File: src/rtl/md_pkg.sv
// md_pkg: shared types and constants for the Execute-stage multiply/divide unit.
//   md_op_e    : RV32M funct3 encodings
//   md_state_e : controller states, also exported on the debug state port
//   XLEN, DIV0_QUOT, INT_MIN, CNT_W, CNT_INIT : datapath constants
//   mulSelect / divSelect : sign fix-up and result-half selection helpers
package md_pkg;

  localparam int XLEN = 32;
  localparam int CNT_W = 5;
  localparam logic [CNT_W-1:0] CNT_INIT = 5'd31;
  localparam logic [XLEN-1:0] DIV0_QUOT = 32'hFFFFFFFF;
  localparam logic [XLEN-1:0] INT_MIN = 32'h80000000;

  typedef enum logic [2:0] {
    MUL    = 3'b000,
    MULH   = 3'b001,
    MULHSU = 3'b010,
    MULHU  = 3'b011,
    DIV    = 3'b100,
    DIVU   = 3'b101,
    REM    = 3'b110,
    REMU   = 3'b111
  } md_op_e;

  typedef enum logic [1:0] {
    IDLE = 2'd0,
    CALC = 2'd1,
    DONE = 2'd2
  } md_state_e;

  // Product is built from magnitudes; restore the sign, then pick the half.
  function automatic logic [XLEN-1:0] mulSelect(input md_op_e op,
                                                input logic [2*XLEN-1:0] mag,
                                                input logic neg);
    logic [2*XLEN-1:0] prod;
    prod = neg ? -mag : mag;
    return (op == MUL) ? prod[XLEN-1:0] : prod[2*XLEN-1:XLEN];
  endfunction

  // Quotient sign is sa^sb, remainder follows the dividend.
  function automatic logic [XLEN-1:0] divSelect(input md_op_e op,
                                                input logic [XLEN-1:0] quot,
                                                input logic [XLEN-1:0] rem,
                                                input logic negQuot,
                                                input logic negRem);
    if (op == REM || op == REMU) return negRem ? -rem : rem;
    return negQuot ? -quot : quot;
  endfunction

endpackage

File: src/rtl/md_iter_step.sv
// md_iter_step: one combinational iteration of the multiply/divide datapath.
//   isDiv  : 1 = restoring-divide step, 0 = shift-add multiply step
//   hi, lo : current 64-bit accumulator halves
//            multiply: hi = partial product, lo = remaining multiplier bits
//            divide:   hi = partial remainder, lo = dividend bits / quotient bits
//   opnd   : multiplicand magnitude (multiply) or divisor magnitude (divide)
//   hiNext, loNext : accumulator after this step
module md_iter_step
  import md_pkg::*;
(
  input  logic            isDiv,
  input  logic [XLEN-1:0] hi,
  input  logic [XLEN-1:0] lo,
  input  logic [XLEN-1:0] opnd,
  output logic [XLEN-1:0] hiNext,
  output logic [XLEN-1:0] loNext
);

  logic [XLEN:0] sum;
  logic [XLEN:0] shifted;
  logic [XLEN:0] diff;

  always_comb begin
    sum     = {1'b0, hi} + (lo[0] ? {1'b0, opnd} : '0);
    shifted = {hi, lo[XLEN-1]};
    // Partial remainder stays below the divisor, so bit XLEN of diff is a
    // clean borrow flag.
    diff    = shifted - {1'b0, opnd};
    hiNext  = '0;
    loNext  = '0;
    if (isDiv) begin
      if (!diff[XLEN]) begin
        hiNext = diff[XLEN-1:0];
        loNext = {lo[XLEN-2:0], 1'b1};
      end else begin
        hiNext = shifted[XLEN-1:0];
        loNext = {lo[XLEN-2:0], 1'b0};
      end
    end else begin
      // Add then shift the 65-bit {carry, hi, lo} right by one.
      hiNext = sum[XLEN:1];
      loNext = {sum[0], lo[XLEN-1:1]};
    end
  end

endmodule

File: src/rtl/mul_div_e.sv
// mul_div_e: iterative RV32M multiply/divide unit in the Execute stage.
// Optional feature: define MD_FAST_MUL_EN for single-cycle multiplies
// (divides stay iterative).
// Ports:
//   clk, reset (async, active-low)
//   StartE, OpE, SrcAE, SrcBE, FlushE : instruction from the D->E register/forwarding
//   StallMD   : combinational stall request to the hazard unit
//   DoneE     : result valid this cycle
//   MDResultE : registered result, holds until the next completion
//   DbgStateE : current controller state for observation
// Handshake: an operation is accepted in IDLE when StartE=1 and FlushE=0;
// StallMD stays high until the DONE cycle, in which DoneE=1 qualifies
// MDResultE. StartE in the DONE cycle belongs to the same instruction and
// is ignored.
module mul_div_e
  import md_pkg::*;
(
  input  logic            clk,
  input  logic            reset,
  input  logic            StartE,
  input  logic [2:0]      OpE,
  input  logic [XLEN-1:0] SrcAE,
  input  logic [XLEN-1:0] SrcBE,
  input  logic            FlushE,
  output logic            StallMD,
  output logic            DoneE,
  output logic [XLEN-1:0] MDResultE,
  output md_state_e       DbgStateE
);

  md_state_e        stateQ, stateD;
  logic [CNT_W-1:0] countQ;
  logic [XLEN-1:0]  hiQ, loQ, opndQ;
  md_op_e           opQ;
  logic             saQ, sbQ;
  logic [XLEN-1:0]  resultQ;

  md_op_e          opE;
  logic            isDivE, saE, sbE, acceptE;
  logic            div0E, ovfE, fastMulE, specialE;
  logic [XLEN-1:0] aMagE, bMagE, specialResE;
  logic [XLEN-1:0] hiStep, loStep, finalRes;

  assign opE    = md_op_e'(OpE);
  assign isDivE = OpE[2];

  // Operand signs that matter for this op; MUL low word is sign-agnostic.
  always_comb begin
    saE = 1'b0;
    sbE = 1'b0;
    unique case (opE)
      MULH, DIV, REM: begin
        saE = SrcAE[XLEN-1];
        sbE = SrcBE[XLEN-1];
      end
      MULHSU: saE = SrcAE[XLEN-1];
      default: ;
    endcase
  end

  assign aMagE = saE ? -SrcAE : SrcAE;
  assign bMagE = sbE ? -SrcBE : SrcBE;

  assign acceptE = (stateQ == IDLE) && StartE && !FlushE;
  assign div0E   = isDivE && (SrcBE == '0);
  assign ovfE    = (opE == DIV || opE == REM) && (SrcAE == INT_MIN) && (SrcBE == '1);

`ifdef MD_FAST_MUL_EN
  logic [2*XLEN-1:0] fastProdE;
  assign fastMulE  = !isDivE;
  assign fastProdE = {{XLEN{1'b0}}, aMagE} * {{XLEN{1'b0}}, bMagE};
`else
  assign fastMulE  = 1'b0;
`endif

  assign specialE = div0E || ovfE || fastMulE;

  always_comb begin
    specialResE = '0;
    if (div0E) begin
      specialResE = (opE == REM || opE == REMU) ? SrcAE : DIV0_QUOT;
    end else if (ovfE) begin
      specialResE = (opE == REM) ? '0 : INT_MIN;
    end
`ifdef MD_FAST_MUL_EN
    else if (fastMulE) begin
      specialResE = mulSelect(opE, fastProdE, saE ^ sbE);
    end
`endif
  end

  md_iter_step uStep (
    .isDiv  (opQ[2]),
    .hi     (hiQ),
    .lo     (loQ),
    .opnd   (opndQ),
    .hiNext (hiStep),
    .loNext (loStep)
  );

  // Result of the last step, captured on the CALC -> DONE edge.
  always_comb begin
    if (opQ[2]) finalRes = divSelect(opQ, loStep, hiStep, saQ ^ sbQ, saQ);
    else        finalRes = mulSelect(opQ, {hiStep, loStep}, saQ ^ sbQ);
  end

  always_comb begin
    stateD = stateQ;
    unique case (stateQ)
      IDLE: if (acceptE) stateD = specialE ? DONE : CALC;
      CALC: begin
        if (FlushE)             stateD = IDLE;
        else if (countQ == '0)  stateD = DONE;
      end
      DONE: stateD = IDLE;
      default: stateD = IDLE;
    endcase
  end

  always_ff @(posedge clk or negedge reset) begin
    if (!reset) stateQ <= IDLE;
    else        stateQ <= stateD;
  end

  always_ff @(posedge clk or negedge reset) begin
    if (!reset) begin
      countQ  <= '0;
      hiQ     <= '0;
      loQ     <= '0;
      opndQ   <= '0;
      opQ     <= MUL;
      saQ     <= 1'b0;
      sbQ     <= 1'b0;
      resultQ <= '0;
    end else if (acceptE) begin
      countQ <= CNT_INIT;
      opQ    <= opE;
      saQ    <= saE;
      sbQ    <= sbE;
      hiQ    <= '0;
      // Multiply shifts the multiplier out of lo; divide shifts the dividend out.
      loQ    <= isDivE ? aMagE : bMagE;
      opndQ  <= isDivE ? bMagE : aMagE;
      if (specialE) resultQ <= specialResE;
    end else if (stateQ == CALC && !FlushE) begin
      hiQ <= hiStep;
      loQ <= loStep;
      if (countQ == '0) resultQ <= finalRes;
      else              countQ  <= countQ - 1'b1;
    end
  end

  assign StallMD   = reset && (acceptE || stateQ == CALC);
  assign DoneE     = (stateQ == DONE) && !FlushE;
  assign MDResultE = resultQ;
  assign DbgStateE = stateQ;

endmodule

File: config.mk
export PLATFORM = sky130hd
export DESIGN_NAME = mul_div_e
export DESIGN_NICKNAME = d
export VERILOG_FILES = /design/src/rtl/md_pkg.sv /design/src/rtl/md_iter_step.sv /design/src/rtl/mul_div_e.sv
export SDC_FILE = /design/constraint.sdc
export NUM_CORES = 1
export LEC_CHECK = 0
export ABC_AREA = 1
export CAP_MARGIN = 15
export CORE_MARGIN = 1.5
export CORE_UTILIZATION = 50
export CTS_CLUSTER_SIZE = 24
export DETAILED_ROUTE_END_ITERATION = 16
export HOLD_SLACK_MARGIN = 0.03
export PLACE_DENSITY = 0.69
export REMOVE_ABC_BUFFERS = 1
export SETUP_SLACK_MARGIN = 0.1
export SLEW_MARGIN = 20
export SYNTH_ARGS = -nofsm -noshare
export SYNTH_HDL_FRONTEND = slang
export SYNTH_SLANG_ARGS = --single-unit
File: constraint.sdc
create_clock -name clk -period 6.9 [get_ports clk]
set_input_delay 1.035 -clock clk [delete_from_list [all_inputs] [get_ports clk]]
set_output_delay 1.035 -clock clk [all_outputs]
set_load 0.01 [all_outputs]
==> impl_metrics.json <==
{
  "final-setup-viol-count": 0,
  "preCtsSetupSlack_ns": 1.21,
  "hold_buffers": 0,
  "design.final.nets": 3428,
  "grt_antenna_before_repair": 3,
  "worst-endpoint-required_ns": 7.25,
  "cts_buffer_depth": 2,
  "final.period_utilization": 0.805,
  "clock.fmax_mhz": 180,
  "finalWirelength_um": 88700,
  "final.setup.worst_slack_ns": 1.35,
  "run_status": "finished, final reports clean",
  "cts_root_buf": "sky130_fd_sc_hd__clkbuf_16",
  "timing_hold_violations_final": 0,
  "final_layout_size_suffix_gt1_frac": 0.0546,
  "worst_clock_skew_ns": 0.00982,
  "final.hold.worst_slack_ns": 0.476,
  "final.fill_count": 3678,
  "area_growth_pct": 10.8,
  "layout.cells.most_common_list": "sky130_fd_sc_hd__nand2_1, sky130_fd_sc_hd__inv_1, sky130_fd_sc_hd__nor2_1",
  "average_wire_per_standard_cell_um": 23.6,
  "initialDrtViolationCount": 3539,
  "post_synth_inst_count": 3235,
  "via_per_inst": 6.17,
  "critical_path.startpoint": "loQ[31]$_DFFE_PN0P_",
  "ys_types": 61,
  "die_y_um": 194,
  "postSynthRegisterBits": 140,
  "numCtsBuffers": 17,
  "critPathArrivalTime_ns": 5.90,
  "cts-htree-levels": 4,
  "detailed_place.area_um2": 19700,
  "slew-limit-headroom": 0.233,
  "initial_core_util": 0.511,
  "criticalPathCategory": "flip-flop to flip-flop",
  "totalNegativeSetupSlack_ns": 0,
  "largest_net_degree_at_the_start_of_global_routing": 71,
  "clk_pin_slew_worst_paths_ns": 0.07,
  "tritoncts": "done",
  "die_width_um": 194,
  "first_pass_grt_wire_length_um": 132000,
  "routabilityCongestion": 1.09,
  "hpwl_reported_at_the_end_of_detailed_placement_um": 69900,
  "critical_path.endpoint_type": "flip-flop",
  "syn_area_per_cell_um2": 5.66,
  "hp-class": "primary input to async pin",
  "critical_path.startpoint_type": "flip-flop",
  "synth_edf_count": 0,
  "postCtsResizedCells": 0,
  "antenna_violating_nets_post_route": 0,
  "drt_pre_antenna_iters": 10,
  "final.min_clock_period_ns": 5.55,
  "crit_path_max_fanout": 13,
  "routed-via-count": 23173,
  "cts_num_sinks": 140,
  "io_buffers": 106,
  "grt.overflow.total": 0,
  "max_slew.worst_pin.slew_ns": 1.14,
  "clk-insertion-delay-late_ns": 0.46,
  "grt_pass1_vias": 21894,
  "antenna_cells": 0,
  "core_area_um2": 35800,
  "timing.max_cap.violations": 0,
  "worst_r2r_startpoint": "loQ[31]$_DFFE_PN0P_",
  "cts_setup_buffers": 0,
  "design.die.area_um2": 37800,
  "final_cell_area_um2": 20300,
  "synth-warning-count": 0,
  "unrepaired_setup_endpoints_after_global_routing": "false",
  "mostFrequentLayoutCell": "sky130_fd_sc_hd__nand2_1",
  "globalRouteTotalUtil": 0.464,
  "synth-seq-area-share": 0.191,
  "route.detailed.drc": 0,
  "rows": 69,
  "ys.flop_type": "sky130_fd_sc_hd__dfrtp_1",
  "mappedNetlistArea_um2": 18300,
  "postSynth.asyncResetShare": 1.00,
  "floorplan.io_pins": 107,
  "reg2reg_setup_slack_ns": 1.35,
  "final_max_slew_viol_count": 0
}
## final timing paths
check	end	cells after the start
worst min-delay path	loQ[3]$_DFFE_PN0P_	1
worst min register to register	loQ[5]$_DFFE_PN0P_	2
max in group asynchronous	hiQ[26]$_DFFE_PN0P_	2
worst max register to register	MDResultE[25]$_DFFE_PN0P_	24
worst max-delay path	MDResultE[25]$_DFFE_PN0P_	24
min in group clk	loQ[5]$_DFFE_PN0P_	2
## flip-flops by register name, indices dropped and copies added, names as in the netlist
name       flops
MDResultE     32
hiQ           32
loQ           32
opndQ         32
countQ         5
opQ            3
DbgStateE      2
saQ            1
sbQ            1
## metrics by stage
stage | utilization | std cells
final | 0.566 | 3758
after CTS | 0.566 | 3758
after floorplan | - | 3133
after global routing | 0.566 | 3758
after global placement | 0.550 | 3726
after detailed placement | 0.550 | 3726
## metal layers
layer	vias up	part of all wire	routed length, um	GRT usage
li1	10442	-	-	-
met1	10526	0.36	32000	0.551
met2	1759	0.44	38900	0.750
met3	442	0.12	10400	0.0954
met4	4	0.082	7320	0.329
met5	-	0.00034	30	0
## cell families after synthesis
| group | Yosys count | share of synthesized area |
|---|---|---|
| xor gates and xnor gates | 111 | 0.0531 |
| adders and majority gates | 73 | 0.0507 |
| DFF | 140 | 0.191 |
| and+or+nand+nor | 1800 | 0.416 |
| buffers and inverters | 606 | 0.129 |
| AOI/OAI and AO/OA | 505 | 0.160 |
## worst max-delay path, cell delays in order (launching register included)
cell	delay (ns)
sky130_fd_sc_hd__dfrtp_1	0.41
sky130_fd_sc_hd__inv_1	0.09
sky130_fd_sc_hd__ha_1	0.15
sky130_fd_sc_hd__inv_1	0.07
sky130_fd_sc_hd__fa_1	0.45
sky130_fd_sc_hd__nand3_1	0.12
sky130_fd_sc_hd__nand3_2	0.10
sky130_fd_sc_hd__nand2_1	0.09
sky130_fd_sc_hd__nand2_2	0.10
sky130_fd_sc_hd__nand2_2	0.08
sky130_fd_sc_hd__nand2_2	0.07
sky130_fd_sc_hd__nand2_4	0.10
sky130_fd_sc_hd__nand3_2	0.27
sky130_fd_sc_hd__nand3_2	0.44
sky130_fd_sc_hd__nand2_1	0.19
sky130_fd_sc_hd__inv_1	0.14
sky130_fd_sc_hd__nand3b_1	0.11
sky130_fd_sc_hd__nor2_1	0.60
sky130_fd_sc_hd__nand3_1	0.37
sky130_fd_sc_hd__o21ai_1	0.93
sky130_fd_sc_hd__a21oi_1	0.14
sky130_fd_sc_hd__o21bai_1	0.18
sky130_fd_sc_hd__nand3_1	0.11
sky130_fd_sc_hd__nand2_1	0.08
sky130_fd_sc_hd__inv_1	0.03
## synthesized netlist by cell type (all sizes together), types with 2 or more instances
| cell | number | area share |
|---|---|---|
| nand2 | 1037 | 0.22 |
| inv | 496 | 0.10 |
| nor2 | 350 | 0.074 |
| nand3 | 278 | 0.079 |
| o21ai | 220 | 0.062 |
| a21oi | 159 | 0.046 |
| dfrtp | 140 | 0.19 |
| xor2 | 87 | 0.042 |
| ha | 71 | 0.049 |
| clkbuf | 67 | 0.014 |
| nor3 | 40 | 0.012 |
| buf | 35 | 0.012 |
| or2 | 34 | 0.012 |
| nand4 | 25 | 0.0085 |
| o221ai | 25 | 0.012 |
| o22ai | 24 | 0.0082 |
| xnor2 | 24 | 0.011 |
| o211ai | 20 | 0.0082 |
| nand3b | 18 | 0.0076 |
| a31oi | 12 | 0.0041 |
| nor4 | 12 | 0.0041 |
| o21bai | 12 | 0.0051 |
| a22oi | 9 | 0.0037 |
| clkinv | 8 | 0.0018 |
| a221oi | 4 | 0.0019 |
| a32oi | 3 | 0.0014 |
| a211oi | 2 | 0.00082 |
| a21boi | 2 | 0.00082 |
| a21o | 2 | 0.00082 |
| a41oi | 2 | 0.00096 |
| and2 | 2 | 0.00068 |
| and3 | 2 | 0.00068 |
| fa | 2 | 0.0022 |
| o31ai | 2 | 0.00082 |
| o41ai | 2 | 0.00096 |
## final cells by class
| cell class | count | area [um^2] | share of cell area |
|---|---|---|---|
| well taps | 461 | 577 | 0.0284 |
| repair buffers | 132 | 1260 | 0.0622 |
| flip-flops and latches | 140 | 3510 | 0.173 |
| clock buffers | 17 | 425 | 0.0210 |
| clock inverters | 15 | 151 | 0.00746 |
| inverters | 504 | 1890 | 0.0934 |
| multi-input cells | 2489 | 12500 | 0.615 |
Power is left out: the tool's default activity adds up to more than one toggle a clock period on the data nets, which glitch-free logic cannot reach.
